===== config.mk =====
export PLATFORM = sky130hd
export DESIGN_NAME = inst_seq_ctrl
export DESIGN_NICKNAME = d
export VERILOG_FILES = /design/src/rtl/hypercorex_inst_pkg.sv /design/src/rtl/inst_loop_cnt.sv /design/src/rtl/inst_seq_ctrl.sv
export SDC_FILE = /design/constraint.sdc
export NUM_CORES = 1
export LEC_CHECK = 0
export CORE_MARGIN = 2
export CORE_UTILIZATION = 37
export DETAILED_ROUTE_END_ITERATION = 8
export HOLD_SLACK_MARGIN = 0.1
export PLACE_DENSITY_LB_ADDON = 0.15
export REMOVE_ABC_BUFFERS = 1
export SLEW_MARGIN = 10
export SYNTH_ARGS = -nofsm -noshare
export SYNTH_HDL_FRONTEND = slang
export SYNTH_SLANG_ARGS = --single-unit

===== constraint.sdc =====
create_clock -name clk_i -period 2.7 [get_ports clk_i]
set_input_delay 0.27 -clock clk_i [delete_from_list [all_inputs] [get_ports clk_i]]
set_output_delay 0.27 -clock clk_i [all_outputs]
set_load 0.01 [all_outputs]

===== src/rtl/hypercorex_inst_pkg.sv =====
// hypercorex_inst_pkg
// Shared definitions for the instruction sequencer: the sequencer state type
// and the default instruction-memory depth and loop-counter width.
// No ports (package).

package hypercorex_inst_pkg;

  localparam int unsigned DefInstMemDepth = 128;
  localparam int unsigned DefLoopCntWidth = 16;

  typedef enum logic [1:0] {
    StIdle = 2'd0,
    StRun  = 2'd1,
    StDone = 2'd2
  } seq_state_e;

endpackage


===== src/rtl/inst_loop_cnt.sv =====
// inst_loop_cnt
// Loop bookkeeping for the instruction sequencer: holds the captured loop
// bounds and count, checks that the loop range is usable, and tracks the
// current iteration. Raises o_jump when the current handshake should branch
// back to the loop start instead of advancing linearly.
// Optional feature macro: HYPERCOREX_INST_LOOP_EN. Without it no loop state
// exists, o_jump is 0 and o_loop_iter is 0.
// Ports:
//   clk_i, rst_i          clock, synchronous active-high reset
//   i_capture             start accepted: load cfg, clear iteration
//   i_clear               program left RUN: clear iteration
//   i_advance             handshake accepted this cycle
//   i_addr                current instruction address
//   i_prog_end            captured last program address
//   i_cfg_loop_start/end  loop body bounds (sampled on i_capture)
//   i_cfg_loop_count      loop body executions (sampled on i_capture)
//   o_jump                branch to o_loop_start on this handshake
//   o_loop_start          captured loop start address
//   o_loop_iter           current 0-based iteration

module inst_loop_cnt #(
  parameter int unsigned AddrWidth    = 7,
  parameter int unsigned LoopCntWidth = 16
) (
  input  logic                    clk_i,
  input  logic                    rst_i,
  input  logic                    i_capture,
  input  logic                    i_clear,
  input  logic                    i_advance,
  input  logic [AddrWidth-1:0]    i_addr,
  input  logic [AddrWidth-1:0]    i_prog_end,
  input  logic [AddrWidth-1:0]    i_cfg_loop_start,
  input  logic [AddrWidth-1:0]    i_cfg_loop_end,
  input  logic [LoopCntWidth-1:0] i_cfg_loop_count,
  output logic                    o_jump,
  output logic [AddrWidth-1:0]    o_loop_start,
  output logic [LoopCntWidth-1:0] o_loop_iter
);

`ifdef HYPERCOREX_INST_LOOP_EN
  logic [AddrWidth-1:0]    r_loop_start;
  logic [AddrWidth-1:0]    r_loop_end;
  logic [LoopCntWidth-1:0] r_loop_count;
  logic [LoopCntWidth-1:0] r_loop_iter;
  logic                    w_enable;
  logic                    w_jump;

  always_ff @(posedge clk_i) begin
    if (rst_i) begin
      r_loop_start <= '0;
      r_loop_end   <= '0;
      r_loop_count <= '0;
      r_loop_iter  <= '0;
    end else if (i_capture) begin
      r_loop_start <= i_cfg_loop_start;
      r_loop_end   <= i_cfg_loop_end;
      r_loop_count <= i_cfg_loop_count;
      r_loop_iter  <= '0;
    end else if (i_clear) begin
      r_loop_iter  <= '0;
    end else if (i_advance && w_jump) begin
      r_loop_iter  <= r_loop_iter + LoopCntWidth'(1);
    end
  end

  // Counts of 0/1 mean a single pass; a bad range means straight-line code.
  assign w_enable = (r_loop_start <= r_loop_end) && (r_loop_end <= i_prog_end) &&
                    (r_loop_count >= LoopCntWidth'(2));

  // count >= 2 whenever enabled, so count-1 cannot underflow here.
  assign w_jump = w_enable && (i_addr == r_loop_end) &&
                  (r_loop_iter < (r_loop_count - LoopCntWidth'(1)));

  assign o_jump       = w_jump;
  assign o_loop_start = r_loop_start;
  assign o_loop_iter  = r_loop_iter;
`else
  logic w_unused_loop_in;

  assign w_unused_loop_in = ^{clk_i, rst_i, i_capture, i_clear, i_advance, i_addr, i_prog_end,
                              i_cfg_loop_start, i_cfg_loop_end, i_cfg_loop_count};

  assign o_jump       = 1'b0;
  assign o_loop_start = '0;
  assign o_loop_iter  = '0;
`endif

endmodule


===== src/rtl/inst_seq_ctrl.sv =====
// inst_seq_ctrl
// Instruction sequencer: on start, walks instruction addresses 0..prog_end
// with a valid/ready handshake, optionally repeating one loop body, then
// pulses done for one cycle. stop aborts silently back to IDLE.
// Optional feature macro: HYPERCOREX_INST_LOOP_EN (loop support).
// Ports:
//   clk_i, rst_i                 clock, synchronous active-high reset
//   start_i, stop_i              one-cycle start request, abort request
//   cfg_prog_end_addr_i          last program address
//   cfg_loop_start/end_addr_i    loop body bounds
//   cfg_loop_count_i             loop body executions
//   inst_addr_o, inst_valid_o    instruction address and its valid
//   inst_ready_i                 datapath accepts the current address
//   loop_iter_o                  current 0-based loop iteration
//   busy_o, done_o               in RUN, one-cycle completion pulse

module inst_seq_ctrl
  import hypercorex_inst_pkg::*;
#(
  parameter int unsigned InstMemDepth = DefInstMemDepth,
  parameter int unsigned LoopCntWidth = DefLoopCntWidth,
  localparam int unsigned AddrWidth   = $clog2(InstMemDepth)
) (
  input  logic                    clk_i,
  input  logic                    rst_i,
  input  logic                    start_i,
  input  logic                    stop_i,
  input  logic [AddrWidth-1:0]    cfg_prog_end_addr_i,
  input  logic [AddrWidth-1:0]    cfg_loop_start_addr_i,
  input  logic [AddrWidth-1:0]    cfg_loop_end_addr_i,
  input  logic [LoopCntWidth-1:0] cfg_loop_count_i,
  output logic [AddrWidth-1:0]    inst_addr_o,
  output logic                    inst_valid_o,
  input  logic                    inst_ready_i,
  output logic [LoopCntWidth-1:0] loop_iter_o,
  output logic                    busy_o,
  output logic                    done_o
);

  seq_state_e           r_state;
  seq_state_e           w_state_next;
  logic [AddrWidth-1:0] r_addr;
  logic [AddrWidth-1:0] r_prog_end;
  logic [AddrWidth-1:0] w_loop_start;
  logic                 w_start;
  logic                 w_stop;
  logic                 w_advance;
  logic                 w_clear;
  logic                 w_jump;
  logic                 w_at_end;

  assign w_start   = (r_state == StIdle) & start_i;
  assign w_stop    = (r_state == StRun) & stop_i;
  // stop wins over a same-cycle handshake.
  assign w_advance = (r_state == StRun) & inst_ready_i & ~stop_i;
  assign w_clear   = w_stop | (r_state == StDone);
  assign w_at_end  = (r_addr == r_prog_end);

  inst_loop_cnt #(
    .AddrWidth    (AddrWidth),
    .LoopCntWidth (LoopCntWidth)
  ) u_loop_cnt (
    .clk_i            (clk_i),
    .rst_i            (rst_i),
    .i_capture        (w_start),
    .i_clear          (w_clear),
    .i_advance        (w_advance),
    .i_addr           (r_addr),
    .i_prog_end       (r_prog_end),
    .i_cfg_loop_start (cfg_loop_start_addr_i),
    .i_cfg_loop_end   (cfg_loop_end_addr_i),
    .i_cfg_loop_count (cfg_loop_count_i),
    .o_jump           (w_jump),
    .o_loop_start     (w_loop_start),
    .o_loop_iter      (loop_iter_o)
  );

  always_ff @(posedge clk_i) begin
    if (rst_i) begin
      r_state <= StIdle;
    end else begin
      r_state <= w_state_next;
    end
  end

  always_comb begin
    w_state_next = r_state;
    unique case (r_state)
      StIdle: if (start_i) w_state_next = StRun;
      StRun: begin
        if (stop_i) begin
          w_state_next = StIdle;
        end else if (w_advance && !w_jump && w_at_end) begin
          w_state_next = StDone;
        end
      end
      StDone:  w_state_next = StIdle;
      default: w_state_next = StIdle;
    endcase
  end

  always_ff @(posedge clk_i) begin
    if (rst_i) begin
      r_addr     <= '0;
      r_prog_end <= '0;
    end else begin
      if (w_start) begin
        r_prog_end <= cfg_prog_end_addr_i;
      end
      if (w_start || w_clear) begin
        r_addr <= '0;
      end else if (w_advance) begin
        if (w_jump) begin
          r_addr <= w_loop_start;
        end else if (!w_at_end) begin
          r_addr <= r_addr + AddrWidth'(1);
        end
      end
    end
  end

  always_comb begin
    inst_valid_o = (r_state == StRun);
    busy_o       = (r_state == StRun);
    done_o       = (r_state == StDone);
    inst_addr_o  = r_addr;
  end

endmodule


==> metrics.txt, run 1 <==
synthesized instance count=about 120; Min-Delay Endpoint=r_prog_end[2]; Ys Warns=0; pwr dens=438 nW/µm²; r2r setup slk=1.05 ns; status=finished clean; WL final=approximately 1800 µm; DRT antenna net count=0; FFs w/ async S/R, synth=0%; Setup violations, final=0; Final #Nets=181; Fmax achieved=592 MHz; Crit Path Max Fanout=6; combinational power share=a little under a fifth; clock network latency to the later pin of the worst-skew pair=0.28 ns; first-pass GRT wire length=3010 µm; gpl congestion=0.770; max-cap viol count=0; # fillers=259; post-layout min period=1.69 ns; CTS buffer count=3; setup ws final=~1 ns; fin. max-slew vios=0; Crit Path Category=flop to primary output; Data required, critical path=2.43 ns; via count=between 700 and 800; largest net degree at the start of global routing=14; Clock Sink Count=16; pre-CTS setup slack=0.865 ns; # IOs=68; Hold Buf Count CTS=0; CTS tree=yes; area delta synth->final=21.8%; top cell type's share of synthesized area=34.0%; Reg power frac=50.1%; reg2reg end=inst_addr_o[3]; DP HPWL=between 1000 and 1500 µm; slowest stage delay, CP=0.56 ns; grt ovf=0; Hold Violations, Final=0; DR pass1 iterations=4; syn avg cell area=8.11 µm²; Top Family by Delay on Critical Path=buffers and inverters; antenna cell count=0; clock skew=0.00106 ns; WHS Path Cells=2; synthesized area=around 940 µm²; register area=320 µm²; Via density=4.68; critical path endpoint category=primary output; Rows=18; sequential share of the synthesized area=34.0%; Clock Path Buffers=2; Die Width=54.4 µm; Synth area leaders=dfxtp_1, buf_4, nand2_1, xor2_1, a21oi_1; share of post-route cells with drive strength above 1=8.76%; area occupied by multi-input gates=531 µm²; Synth Register Bits=16; H-tree depth=1; clock share of power=between 30% and 40%; Remaining DRCs=0; Core ar.=2430 µm²; number of global-route vias before repair=734; number of flops mapped to enable cells by yosys=0; post-CTS sizing=0; Sw Share=26.6%; Die Area=roughly 3000 µm²; Yosys top cell by area=dfxtp_1; DR WL/cell=10.8 µm; HP Start=r_prog_end[2]; Initial DRC Count=7; CP cell instances=nor2b_1 > clkdlybuf4s50_1; R2R depth=5; Final period util=62.5%; Critical Path AT=1.42 ns; Tot GR Track Use=between 10 and 15%; reported net switching power=0.133 mW; Synth Flop Type=dfxtp_1; commonest cells in the netlist=nand2_1, buf_4, dfxtp_1; top-count cell post-synth=nand2_1; root buf cell=clkbuf_4; initial antenna violation count=0; Initial Utilization=about two fifths; setup TNS=0 ns; clock slew at reported path FFs=about 0.090 ns; P_int=0.368 mW; critical path's slowest cell=clkdlybuf4s50_1; Setup Buffers After CTS=0; RSZ-0062 raised after global routing=no; maximum vdd drop=0.000267 V; Buf+Inv Stages, Crit Path=1; Die Span Y=54.4 µm; type of origin of the critical path=flop; Pleak=0.504 nW; Hold Crit Class=flop to flop; worst r2r src=inst_addr_o[3]; Netlist cell types=33; # port buffers=21
==> sequential cells by signal, indices dropped and copies added (netlist names) <==
signal,flops
r_state,2
r_prog_end,7
inst_addr_o,7
==> worst register-to-register path, stage by stage, from the launching register on <==
cell,delay (ns)
dfxtp_1,0.48
xor2_1,0.20
nor4_2,0.07
a21boi_1,0.43
a211oi_1,0.15
a31o_2,0.23
==> cells by family after synthesis <==
kind of cell,synth area share (%)
simple gates,27.8
buf+inv,15.6
flops,34.0
compound gates,10.2
xor+xnor,7.45
mux,3.19
fa+ha+maj,1.33
other cells,0.399
==> worst max path at each step <==
stage / from / end / slack (ns) / cells after the start
2_1_floorplan: inst_addr_o[3] / inst_addr_o[3] / 1.22 / 5
4_1_cts: r_state[0] / busy_o / 1.0 / 2
3_3_place_gp: stop_i / inst_addr_o[4] / 0.86 / 5
3_5_place_dp: stop_i / inst_addr_o[4] / 0.87 / 5
5_1_grt: inst_addr_o[3] / inst_addr_o[3] / 0.85 / 5
6_report: r_state[0] / busy_o / 1.01 / 2
==> power groups by stage <==
stage / Sequential [mW] / Combinational (mW) / Clock [mW]
finish: 0.251 / 0.0934 / 0.157
global route: 0.253 / 0.107 / 0.172
CTS: 0.251 / 0.0942 / 0.159
detailed placement: 0.257 / 0.0937 / 0
global placement: 0.257 / 0.0919 / 0
floorplan: 0.256 / 0.0579 / 0
==> per-stage QoR <==
| step | instance area, µm² | instances | power, mW | hold WS, ns | utilization (%) |
|---|---|---|---|---|---|
| final | 1150 | 167 | 0.502 | 0.471 | 47.1 |
| after floorplan | 862 | 112 | 0.314 | 0.339 | - |
| after global placement | 1110 | 163 | 0.349 | 0.458 | 45.6 |
| after CTS | 1150 | 167 | 0.505 | 0.472 | 47.1 |
| after global routing | 1150 | 167 | 0.532 | 0.502 | 47.1 |
| after detailed placement | 1110 | 163 | 0.351 | 0.459 | 45.6 |
==> per-layer routing <==
layer	routed length [µm]	track usage, %	vias to the layer above
li1	-	-	397
met1	853	16.9	354
met2	820	24.1	29
met3	112	2.46	2
met4	13	6.67	0
met5	0	0	-
==> final cells by class <==
| type | instances | area share (%) |
|---|---|---|
| Timing Repair Buffer | 21 | 18.3 |
| Clock buffer | 4 | 3.17 |
| Tap cell | 30 | 3.28 |
| Sequential cell | 16 | 27.9 |
| Multi-Input combinational cell | 93 | 46.3 |
| Inverter | 3 | 0.983 |
==> cells in the final DEF (no fill, tap or decap), types with 2 or more instances in the layout <==
cell	instances
conb_1	16
or3_1	2
a21oi_1	9
nor2_1	6
xor2_1	7
inv_1	3
nand3_1	3
nor3_1	2
clkdlybuf4s50_1	21
dfxtp_1	16
nand2_1	23
nand4_1	2
mux2i_1	3
clkbuf_4	3
nor2b_1	2
No activity file was read; power rests on OpenSTA's default activity.
==> run 2, diff against run 1 <==
--- a/config.mk
+++ b/config.mk
@@ -5,8 +5,9 @@
 export SDC_FILE = /design/constraint.sdc
 export NUM_CORES = 1
 export LEC_CHECK = 0
+export CORE_ASPECT_RATIO = 2
 export CORE_MARGIN = 2
-export CORE_UTILIZATION = 37
+export CORE_UTILIZATION = 34
 export DETAILED_ROUTE_END_ITERATION = 8
 export HOLD_SLACK_MARGIN = 0.1
 export PLACE_DENSITY_LB_ADDON = 0.15
==> constraint.sdc (replaced) <==
create_clock -name clk_i -period 1.65 [get_ports clk_i]
set_input_delay 0.165 -clock clk_i [delete_from_list [all_inputs] [get_ports clk_i]]
set_output_delay 0.165 -clock clk_i [all_outputs]
set_load 0.01 [all_outputs]
==> metrics.txt, run 2 (synthesized netlist as in run 1, its figures left out) <==
status=finished clean; WHS Path Cells=3 (+1); Critical Path AT=1.75 ns (+0.33 ns); initial antenna violation count=0 (unchanged); worst r2r src=r_prog_end[3]; Hold Buf Count CTS=0 (unchanged); Hold Crit Class=input pin to flop; HP Start=cfg_prog_end_addr_i[0]; Remaining DRCs=0 (unchanged); Clock Sink Count=16 (unchanged); post-layout min period=1.56 ns; placed cell count=176 (+8.0%); share of post-route cells with drive strength above 1=19.1% (+10 points); Initial Utilization=34.8% (-3.9 points); setup TNS=0 ns (unchanged); DRT antenna net count=0 (unchanged); largest net degree at the start of global routing=11 (-3); Min-Delay Endpoint=r_prog_end[0]; Tot GR Track Use=14.8% (+0.79 points); most common cell after layout, fill and taps aside=nand2_1; H-tree depth=1 (unchanged); critical path endpoint category=flop; reg2reg end=inst_addr_o[6]; r2r setup slk=0.09 ns (-0.96 ns); Post-Layout Cell Count=181 (+8.4%); CTS tree=yes; root buf cell=clkbuf_8; maximum vdd drop=0.000568 V (+110%); area delta synth->final=36.6%; Die Area=3230 µm² (+9.0%); type of origin of the critical path=flop; Data required, critical path=1.84 ns (-0.59 ns); gpl congestion=0.687 (-11%); WL final=2050 µm (+14%); most frequent cells in the layout=nand2_1, clkdlybuf4s50_1, conb_1, dfxtp_1, buf_4; antenna cell count=0 (unchanged); number of global-route vias before repair=804 (+9.5%); DP HPWL=1730 µm (+24%); max-cap viol count=0 (unchanged); clock share of power=36.5% (+5.2 points); DR pass1 iterations=2 (-2); Fmax achieved=641 MHz; combinational power share=19.8% (+1.2 points); Hold Violations, Final=0 (unchanged); # IOs=68 (unchanged); DR WL/cell=11.3 µm (+4.9%); via count=850 (+8.7%); pwr dens=733 nW/µm² (+67%); Crit Path Category=flop to flop; Via density=4.70 (+0.29%); Sw Share=25.2% (-1.3 points); first-pass GRT wire length=3300 µm (+9.6%); reported net switching power=0.238 mW (+78%); grt ovf=0 (unchanged); Pleak=0.603 nW (+20%); Crit Path Max Fanout=6 (unchanged); Core ar.=2700 µm² (+11%); RSZ-0062 raised after global routing=yes; R2R depth=7 (+2); Clock Path Buffers=2 (unchanged); Reg power frac=43.7% (-6.4 points); Final period util=approximately 94%; Initial DRC Count=8 (+1); Rows=27 (+9); clock skew=0.00575 ns (+0.00468 ns); Die Width=41.2 µm (-24%); P_int=0.704 mW (+91%); Die Span Y=78.4 µm (+44%); Setup violations, final=0 (unchanged); fin. max-slew vios=0 (unchanged); clock network latency to the later pin of the worst-skew pair=0.25 ns (-0.03 ns); Final #Nets=196 (+8.3%); CTS buffer count=3 (unchanged); # port buffers=21 (unchanged); clock slew at reported path FFs=0.07 ns (-0.02 ns)
run 2: cell count changes in the layout (fill, tap and decap cells not counted), sizes merged:
cell           change
buf               +15
clkdlybuf4s50      -1
dlymetal6s2s       +1
run 2: metrics by stage:
stage	utilization, %	cell area [µm²]	power (mW)	hold WS (ns)	worst slack (ns)
detailed placement	44.9	1210	0.598	0.461	-0.0987
floorplan	-	862	0.513	0.234	0.166
CTS	46.9	1270	0.944	0.464	0.000149
finish	47.5	1280	0.942	0.464	0.0909
global route	47.5	1280	0.987	0.466	-0.00138
global placement	44.9	1210	0.595	0.457	-0.0880
run 2: final cells by class:
cell class	instances	area [µm²]
inverters	3	11.3
well taps	29	36.3
flip-flops and latches	16	320
fillers	285	1420
repair buffers	36	325
multi-input cells	93	537
clock buffers	4	55.1
run 2: worst max-delay path by stage:
stage              startpoint        endpoint  slack (ns)
2_1_floorplan  inst_addr_o[3]  inst_addr_o[3]        0.17
3_3_place_gp           stop_i  inst_addr_o[4]       -0.09
3_5_place_dp           stop_i  inst_addr_o[4]        -0.1
4_1_cts         r_prog_end[5]  inst_addr_o[6]      0.0001
5_1_grt         r_prog_end[3]  inst_addr_o[3]      -0.001
6_report        r_prog_end[3]  inst_addr_o[6]        0.09
run 2: power by group through the flow:
stage	Sequential (mW)	Clock (mW)	Combinational, mW
after floorplan	0.418	0	0.0948
after global placement	0.419	0	0.175
after detailed placement	0.420	0	0.178
after CTS	0.411	0.354	0.179
after global routing	0.413	0.369	0.205
final	0.411	0.344	0.187
run 2: repair_timing:
item                                    CTS  global route
setup buffers                             0             1
endpoints found under the hold margin     0             0
endpoints found under the setup margin    0             5
resized for setup                         0             3
run 2: metal layers:
metal | GRT usage, % | vias up | part of all wire, %
li1 | - | 430 | -
met1 | 14.8 | 383 | 35
met2 | 25.9 | 29 | 56
met3 | 1.69 | 8 | 4.6
met4 | 9.03 | 0 | 4.3
met5 | 0 | - | 0
run 2: critical path: stages (launching register included):
cell and delay, ns:
dfxtp_1 0.32, xor2_1 0.17, nor4_2 0.27, buf_4 0.16
a21boi_2 0.06, buf_4 0.17, a211o_2 0.28, nand2_1 0.06
